===== config.mk =====
export PLATFORM = sky130hd
export DESIGN_NAME = pot_filter
export DESIGN_NICKNAME = d
export VERILOG_FILES = /design/src/rtl/pot_filter_pkg.sv /design/src/rtl/pot_filter_iir.sv /design/src/rtl/pot_filter.sv
export SDC_FILE = /design/constraint.sdc
export NUM_CORES = 1
export LEC_CHECK = 0
export ABC_AREA = 1
export CORE_MARGIN = 4
export CORE_UTILIZATION = 40
export DETAILED_ROUTE_END_ITERATION = 12
export GPL_TIMING_DRIVEN = 0
export SYNTH_ARGS = -nofsm -noshare
export SYNTH_HDL_FRONTEND = slang
export SYNTH_SLANG_ARGS = --single-unit

===== constraint.sdc =====
create_clock -name clk -period 6.5 [get_ports clk]
set_clock_uncertainty 0.1 [all_clocks]
set_input_delay 0.975 -clock clk [delete_from_list [all_inputs] [get_ports clk]]
set_output_delay 0.975 -clock clk [all_outputs]
set_load 0.02 [all_outputs]

===== src/rtl/pot_filter_pkg.sv =====
// pot_filter_pkg -- shared constants and the FSM state type for pot_filter.
//
// Contents:
//   NUM_POTS  number of slider channels (6)
//   POT_W     width of one slider code (12)
//   CH_W      width of the channel index
//   POT_MAX   full-scale slider code (4095)
//   state_t   pot_filter sequencing FSM states
package pot_filter_pkg;

    localparam int NUM_POTS = 6;
    localparam int POT_W    = 12;
    localparam int CH_W     = 3;

    localparam logic [POT_W-1:0] POT_MAX = '1;

    typedef enum logic [1:0] {
        IDLE = 2'd0,
        LOAD = 2'd1,
        FILT = 2'd2,
        CMP  = 2'd3
    } state_t;

endpackage


===== src/rtl/pot_filter_iir.sv =====
// pot_iir_core -- combinational first-order IIR update for one slider channel.
// A single instance is time-shared by all channels of pot_filter.
//
// Parameters:
//   SHIFT     alpha = 1/2^SHIFT
// Ports:
//   primed    in   1             channel already holds a valid accumulator
//   pot       in   POT_W         latched raw slider code
//   acc       in   POT_W+SHIFT   accumulator value to update / to scale down
//   acc_next  out  POT_W+SHIFT   updated accumulator (priming load when !primed)
//   y         out  POT_W         acc scaled back to slider units (acc >> SHIFT)
module pot_iir_core
    import pot_filter_pkg::*;
#(
    parameter int SHIFT = 3
) (
    input  logic                     primed,
    input  logic [POT_W-1:0]         pot,
    input  logic [POT_W+SHIFT-1:0]   acc,
    output logic [POT_W+SHIFT-1:0]   acc_next,
    output logic [POT_W-1:0]         y
);

    localparam int ACC_W = POT_W + SHIFT;

    // One guard bit on top of the accumulator; the result always fits back
    // into ACC_W bits because acc - acc/2^SHIFT + 4095 <= 4095 << SHIFT.
    logic [ACC_W:0] sum;
    logic           sum_unused_msb;

    always_comb begin
        sum = {1'b0, acc} - ({1'b0, acc} >> SHIFT) + {{(SHIFT + 1){1'b0}}, pot};
    end

    assign sum_unused_msb = sum[ACC_W];

    // First visit after reset seeds the accumulator so the output starts at
    // the slider position instead of ramping up from zero.
    assign acc_next = primed ? sum[ACC_W-1:0] : {pot, {SHIFT{1'b0}}};
    assign y        = acc[ACC_W-1:SHIFT];

endmodule


===== src/rtl/pot_filter.sv =====
// pot_filter -- round-robin IIR smoothing with hysteresis for six slider codes.
// Every TICK_DIV clocks one channel is loaded, filtered and compared; the
// filtered value only moves when the change is large enough (or hits a rail).
//
// Build option:
//   POT_FILTER_HYST_EN  defined   -> outputs move when |y - filt| >= HYST, or
//                                    when y differs and sits at 0 or 4095
//                       undefined -> outputs follow y on any change, HYST unused
// Parameters:
//   TICK_DIV  clocks between channel updates (4..65535)
//   SHIFT     IIR coefficient exponent, alpha = 1/2^SHIFT (1..6)
//   HYST      minimum output step in LSBs
// Ports:
//   clk              in   1   system clock
//   rst_n            in   1   asynchronous active-low reset
//   pot_0..pot_5     in   12  raw slider codes, unsigned
//   filt_0..filt_5   out  12  smoothed, gated slider values
//   changed          out  6   bit k high for the cycle in which filt_k is rewritten
//
// FSM states:
//   state | meaning
//   IDLE  | wait for tick
//   LOAD  | latch pot[ch] and acc[ch]
//   FILT  | write IIR result (or priming value) into acc[ch]
//   CMP   | compare y with filt[ch], update filt/changed, advance ch
module pot_filter
    import pot_filter_pkg::*;
#(
    parameter int TICK_DIV = 4096,
    parameter int SHIFT    = 3,
    parameter int HYST     = 4
) (
    input  logic             clk,
    input  logic             rst_n,
    input  logic [POT_W-1:0] pot_0,
    input  logic [POT_W-1:0] pot_1,
    input  logic [POT_W-1:0] pot_2,
    input  logic [POT_W-1:0] pot_3,
    input  logic [POT_W-1:0] pot_4,
    input  logic [POT_W-1:0] pot_5,
    output logic [POT_W-1:0] filt_0,
    output logic [POT_W-1:0] filt_1,
    output logic [POT_W-1:0] filt_2,
    output logic [POT_W-1:0] filt_3,
    output logic [POT_W-1:0] filt_4,
    output logic [POT_W-1:0] filt_5,
    output logic [NUM_POTS-1:0] changed
);

    localparam int ACC_W = POT_W + SHIFT;
    localparam logic [15:0] TICK_LAST = 16'(TICK_DIV - 1);
    localparam logic [CH_W-1:0] CH_LAST = CH_W'(NUM_POTS - 1);

`ifdef POT_FILTER_HYST_EN
    localparam bit HYST_EN = 1'b1;
`else
    localparam bit HYST_EN = 1'b0;
`endif

    // Without hysteresis "any change" is the same as a threshold of one LSB.
    localparam logic [31:0] THRESH = HYST_EN ? 32'(HYST) : 32'd1;

    logic [15:0]       tick_cnt;
    logic              tick;
    state_t            state, state_nxt;
    logic [CH_W-1:0]   ch;

    logic [POT_W-1:0]  pot_arr  [NUM_POTS];
    logic [ACC_W-1:0]  acc      [NUM_POTS];
    logic [POT_W-1:0]  filt     [NUM_POTS];
    logic [NUM_POTS-1:0] primed;

    logic [POT_W-1:0]  pot_lat;
    logic [ACC_W-1:0]  acc_lat;

    logic [ACC_W-1:0]  core_acc;
    logic [ACC_W-1:0]  acc_next;
    logic [POT_W-1:0]  y;
    logic [POT_W-1:0]  filt_cur;
    logic [POT_W-1:0]  diff;
    logic              at_rail;
    logic              upd;

    assign pot_arr[0] = pot_0;
    assign pot_arr[1] = pot_1;
    assign pot_arr[2] = pot_2;
    assign pot_arr[3] = pot_3;
    assign pot_arr[4] = pot_4;
    assign pot_arr[5] = pot_5;

    // Free-running tick counter; it keeps counting while a channel is being
    // processed, so with TICK_DIV >= 4 the FSM is always back in IDLE in time.
    assign tick = (tick_cnt == TICK_LAST);

    always_ff @(posedge clk or negedge rst_n) begin
        if (!rst_n) begin
            tick_cnt <= '0;
        end else if (tick) begin
            tick_cnt <= '0;
        end else begin
            tick_cnt <= tick_cnt + 16'd1;
        end
    end

    always_ff @(posedge clk or negedge rst_n) begin
        if (!rst_n) begin
            state <= IDLE;
        end else begin
            state <= state_nxt;
        end
    end

    always_comb begin
        state_nxt = state;
        case (state)
            IDLE:    if (tick) state_nxt = LOAD;
            LOAD:    state_nxt = FILT;
            FILT:    state_nxt = CMP;
            CMP:     state_nxt = IDLE;
            default: state_nxt = IDLE;
        endcase
    end

    // During CMP the core only provides y from the freshly written acc[ch].
    assign core_acc = (state == CMP) ? acc[ch] : acc_lat;

    pot_iir_core #(
        .SHIFT (SHIFT)
    ) u_core (
        .primed   (primed[ch]),
        .pot      (pot_lat),
        .acc      (core_acc),
        .acc_next (acc_next),
        .y        (y)
    );

    always_comb begin
        filt_cur = filt[ch];
        diff     = (y >= filt_cur) ? (y - filt_cur) : (filt_cur - y);
        at_rail  = (y == '0) || (y == POT_MAX);
        upd      = (state == CMP) && (y != filt_cur) &&
                   ((32'(diff) >= THRESH) || (HYST_EN && at_rail));
    end

    always_comb begin
        changed = '0;
        for (int k = 0; k < NUM_POTS; k++) begin
            changed[k] = upd && (ch == CH_W'(k));
        end
    end

    always_ff @(posedge clk or negedge rst_n) begin
        if (!rst_n) begin
            ch      <= '0;
            pot_lat <= '0;
            acc_lat <= '0;
            primed  <= '0;
            for (int k = 0; k < NUM_POTS; k++) begin
                acc[k]  <= '0;
                filt[k] <= '0;
            end
        end else begin
            case (state)
                LOAD: begin
                    pot_lat <= pot_arr[ch];
                    acc_lat <= acc[ch];
                end
                FILT: begin
                    acc[ch]    <= acc_next;
                    primed[ch] <= 1'b1;
                end
                CMP: begin
                    if (upd) begin
                        filt[ch] <= y;
                    end
                    ch <= (ch == CH_LAST) ? '0 : ch + 1'b1;
                end
                default: ;
            endcase
        end
    end

    assign filt_0 = filt[0];
    assign filt_1 = filt[1];
    assign filt_2 = filt[2];
    assign filt_3 = filt[3];
    assign filt_4 = filt[4];
    assign filt_5 = filt[5];

endmodule


==> run_results.csv, run 1 <==
group,metric,value,unit
status,status,"finished clean",
timing,maxSlewViolCount,0,
timing,hold_ws,0.356,ns
logic_synthesis,synth_flop_cell,"dfrtp_1",
floorplanning,die_area,35000,µm²
final_layout,layout.cells.non_filler,2258,
floorplanning,start_util,0.406,
clock_tree,cts.sinks,216,
final_layout,drive_above_1_share,0.0835,
logic_synthesis,ys_async_sr_fraction,1.00,
clock_tree,path_clk_slew,0.07,ns
clock_tree,max-clock-path-buffers,3,
clock_tree,cts_buffers,26,
worst_setup_path,crit_start,"ch[0]",
logic_synthesis,yosysUniqueCellTypes,44,
detailed_routing,num_vias,12500,
detailed_routing,wirelength,46400,µm
logic_synthesis,synth-edff-count,0,
final_layout,syn_to_final_growth,24.2,%
worst_setup_path,end_kind,"primary output",
logic_synthesis,syn_nets,1787,
logic_synthesis,postSynthAreaPerCell,7.76,µm²
worst_hold_path,holdPathStages,1,
global_route,grt_max_degree,113,
detailed_routing,drc,0,
final_layout,final_cell_mix,"nand2_1 (504), dfrtp_1 (215), inv_1 (181)",
clock_tree,root_buffer,"clkbuf_16",
worst_setup_path,path_max_fanout,10,
power,powerDensity,180,nW/µm²
logic_synthesis,syn_inst,1654,
floorplanning,core,31600,µm²
timing,period_share,0.938,
placed_design,dp_slack,-0.406,ns
clock_tree,ctsHoldBuffers,0,
logic_synthesis,ys_seq_area_frac,0.421,
floorplanning,fp-row-count,65,
timing,rsz0062_at_grt,"no",
placed_design,place_inst,2208,
final_layout,seq_area,5410,µm²
worst_setup_path,worstSetupPathType,"register to primary output",
worst_setup_path,r2r_cells,21,
logic_synthesis,ys_ff_latch,216,
timing,final_hold_viol_count,0,
logic_synthesis,ys.warnings.count,0,
power,p_leak,8.04,nW
detailed_routing,drt-initial-drc-count,1141,
timing,setup_tns,0,ns
worst_hold_path,hold_path.startpoint,"tick_cnt[0]",
global_route,track_usage,0.259,
placed_design,io_buffer_count,151,
floorplanning,die_height,187,µm
clock_tree,cts_tree,"built",
final_layout,final_nets,1970,
global_route,grt_remaining_overflow,0,
detailed_routing,final_antenna_net_count,0,
timing,max_freq,164,MHz
final_layout,fillers,3061,
timing,max_slew_margin,0.379,
final_layout,diodes,0,
clock_tree,clock_latency,0.56,ns
worst_setup_path,start_kind,"register",
floorplanning,num_io_pins,152,
global_route,grt_pass1_wl,71800,µm
worst_setup_path,timing.rr.start,"ch[2]",
detailed_routing,via_per_inst,5.55,
worst_setup_path,critPathRequiredTime,5.42,ns
final_layout,multi_input_area,6400,µm²
placed_design,gp_congestion,0.939,
floorplanning,fp.dieW,187,µm
global_route,antenna_found_initial,0,
timing,setup_violations,0,
timing,timing.final.ws_setup,0.406,ns
logic_synthesis,netlist_area,12800,µm²
detailed_routing,wire_per_inst,20.6,µm
clock_tree,h-tree-depth,1,
detailed_routing,dr.pass1.iters,5,
timing,period_minus_slack,6.09,ns
worst_hold_path,hold_path_class,"register to register",
final_layout,layout_commonest_cell,"nand2_1",
timing,tightest_slew,0.922,ns
run,maxCapViolCount,0,
global_route,grt_pass1_vias,12300,
worst_setup_path,arrival,5.02,ns
power,peakVddDrop,0.000173,V
placed_design,hpwl,34800,µm
-- worst max-delay path, cell delays in order (launching register included) --
cell and delay [ns]:
dfrtp_2 0.47, nand2_2 0.18, inv_1 0.11, clkbuf_4 0.24
a22oi_1 0.12, nand2_1 0.07, nand2_1 0.05, o21ai_1 0.14
inv_1 0.09, nand2_1 0.07, o21a_1 0.12, buf_4 0.23
inv_1 0.13, ha_1 0.44, nand2_1 0.14, nor2_1 0.21
nand3_1 0.17, nor2b_1 0.17, nand2_1 0.07, nor2_1 0.04
nand4_1 0.07, nand2_1 0.10, nand2_4 0.17, buf_6 0.19
buf_6 0.15, nand2_1 0.05, nor2_1 0.20, clkbuf_2 0.22
-- cell usage after synthesis, types with 2 or more instances --
library cell / n / area [µm²]
a21o_1: 4 / 30.0
a31oi_1: 7 / 43.8
o21ai_0: 122 / 611
nor3b_1: 2 / 15.0
o21bai_1: 4 / 30.0
nand2_1: 506 / 1900
a32oi_1: 3 / 26.3
nand3b_1: 2 / 15.0
o31ai_1: 3 / 22.5
o22ai_1: 10 / 62.6
fa_1: 14 / 280
o21ai_1: 6 / 30.0
dfrtp_1: 216 / 5410
buf_2: 17 / 85.1
ha_1: 45 / 563
clkbuf_1: 46 / 173
nor2_1: 54 / 203
a22oi_1: 75 / 563
or2_2: 23 / 144
o21a_1: 6 / 45.0
xnor2_1: 4 / 35.0
inv_1: 185 / 694
a221oi_1: 9 / 78.8
a32o_1: 11 / 110
buf_1: 11 / 41.3
buf_4: 6 / 45.0
nand3_1: 84 / 420
inv_2: 4 / 15.0
a21oi_1: 38 / 190
buf_6: 8 / 90.1
nand4_1: 87 / 544
o21ai_2: 3 / 26.3
nor3_1: 5 / 25.0
nor4_1: 2 / 12.5
xor2_1: 14 / 123
a41oi_1: 7 / 61.3
nor2_2: 4 / 25.0
-- path summary, 6_finish.rpt --
check / endpoint / slack, ns
max in group asynchronous: filt_0[10] / 4.84
setup / recovery: changed[3] / 0.41
min in group asynchronous: acc[47] / 0.38
setup reg to reg: acc[85] / 1.55
hold / removal: tick_cnt[0] / 0.36
hold reg to reg: tick_cnt[0] / 0.36
-- layout make-up --
class | instances | area share
buffer | 87 | 0.0303
clock buffer | 42 | 0.0502
clock inverter | 5 | 0.00353
inverter | 189 | 0.0447
multi-input combinational | 1161 | 0.401
sequential | 216 | 0.339
tap | 402 | 0.0316
timing repair buffer | 156 | 0.0992
-- sequential cells by signal, indices dropped and copies added, names as in the netlist --
register  flops
filt_4       12
acc_lat      15
filt_1       12
tick_cnt     16
state         2
filt_5       12
filt_0       12
primed        6
ch            3
filt_2       12
pot_lat      12
acc          90
filt_3       12
-- cells by family (layout without fill, tap and decap cells) --
group	after synthesis	count (layout)	synth area share
and+or+nand+nor	773	773	0.260
AOI/OAI and AO/OA	311	311	0.152
buffers and inverters	277	479	0.0891
DFF	216	216	0.421
adders and majority gates	59	59	0.0657
xor gates and xnor gates	18	18	0.0123
-- power by group --
group | switching [mW] | total, mW | internal (mW)
combinational | 0.0394 | 0.0831 | 0.0437
sequential | 0 | 1.34 | 1.34
clock | 0.596 | 1.44 | 0.844
total | 0.635 | 2.87 | 2.23
-- layer usage --
layer | part of all wire | vias up | global-route usage | wire length, µm
met5 | 0 | - | 0 | 0
met4 | 0.028 | 0 | 0.0688 | 1300
met3 | 0.077 | 79 | 0.0470 | 3550
met2 | 0.45 | 482 | 0.418 | 21000
met1 | 0.44 | 6072 | 0.361 | 20600
li1 | - | 5897 | - | -
-- metrics by stage --
step           power (mW)  instance area (µm²)  utilization
2_1_floorplan        1.38                12800            -
3_3_place_gp         1.45                14900        0.469
3_5_place_dp         1.45                14900        0.471
4_1_cts              2.90                15800        0.500
5_1_grt              2.96                15900        0.504
6_report             2.87                15900        0.504
-- what timing repair did --
| action | CTS | global route |
|---|---|---|
| setup buffers | 1 | 3 |
| pin swaps | 1 | 1 |
| endpoints found under the setup margin | 6 | 6 |
| resized for setup | 43 | 34 |
(Power assumes the default switching activity.)
==> run 2: changes to the inputs <==
--- a/config.mk
+++ b/config.mk
@@ -8,6 +8,7 @@
 export ABC_AREA = 1
 export CORE_MARGIN = 4
 export CORE_UTILIZATION = 40
+export CTS_CLUSTER_DIAMETER = 100
 export DETAILED_ROUTE_END_ITERATION = 12
 export GPL_TIMING_DRIVEN = 0
 export SYNTH_ARGS = -nofsm -noshare
==> results of run 2 <==
Same layout as run 1: the final DEF is identical, and so are final timing and power.
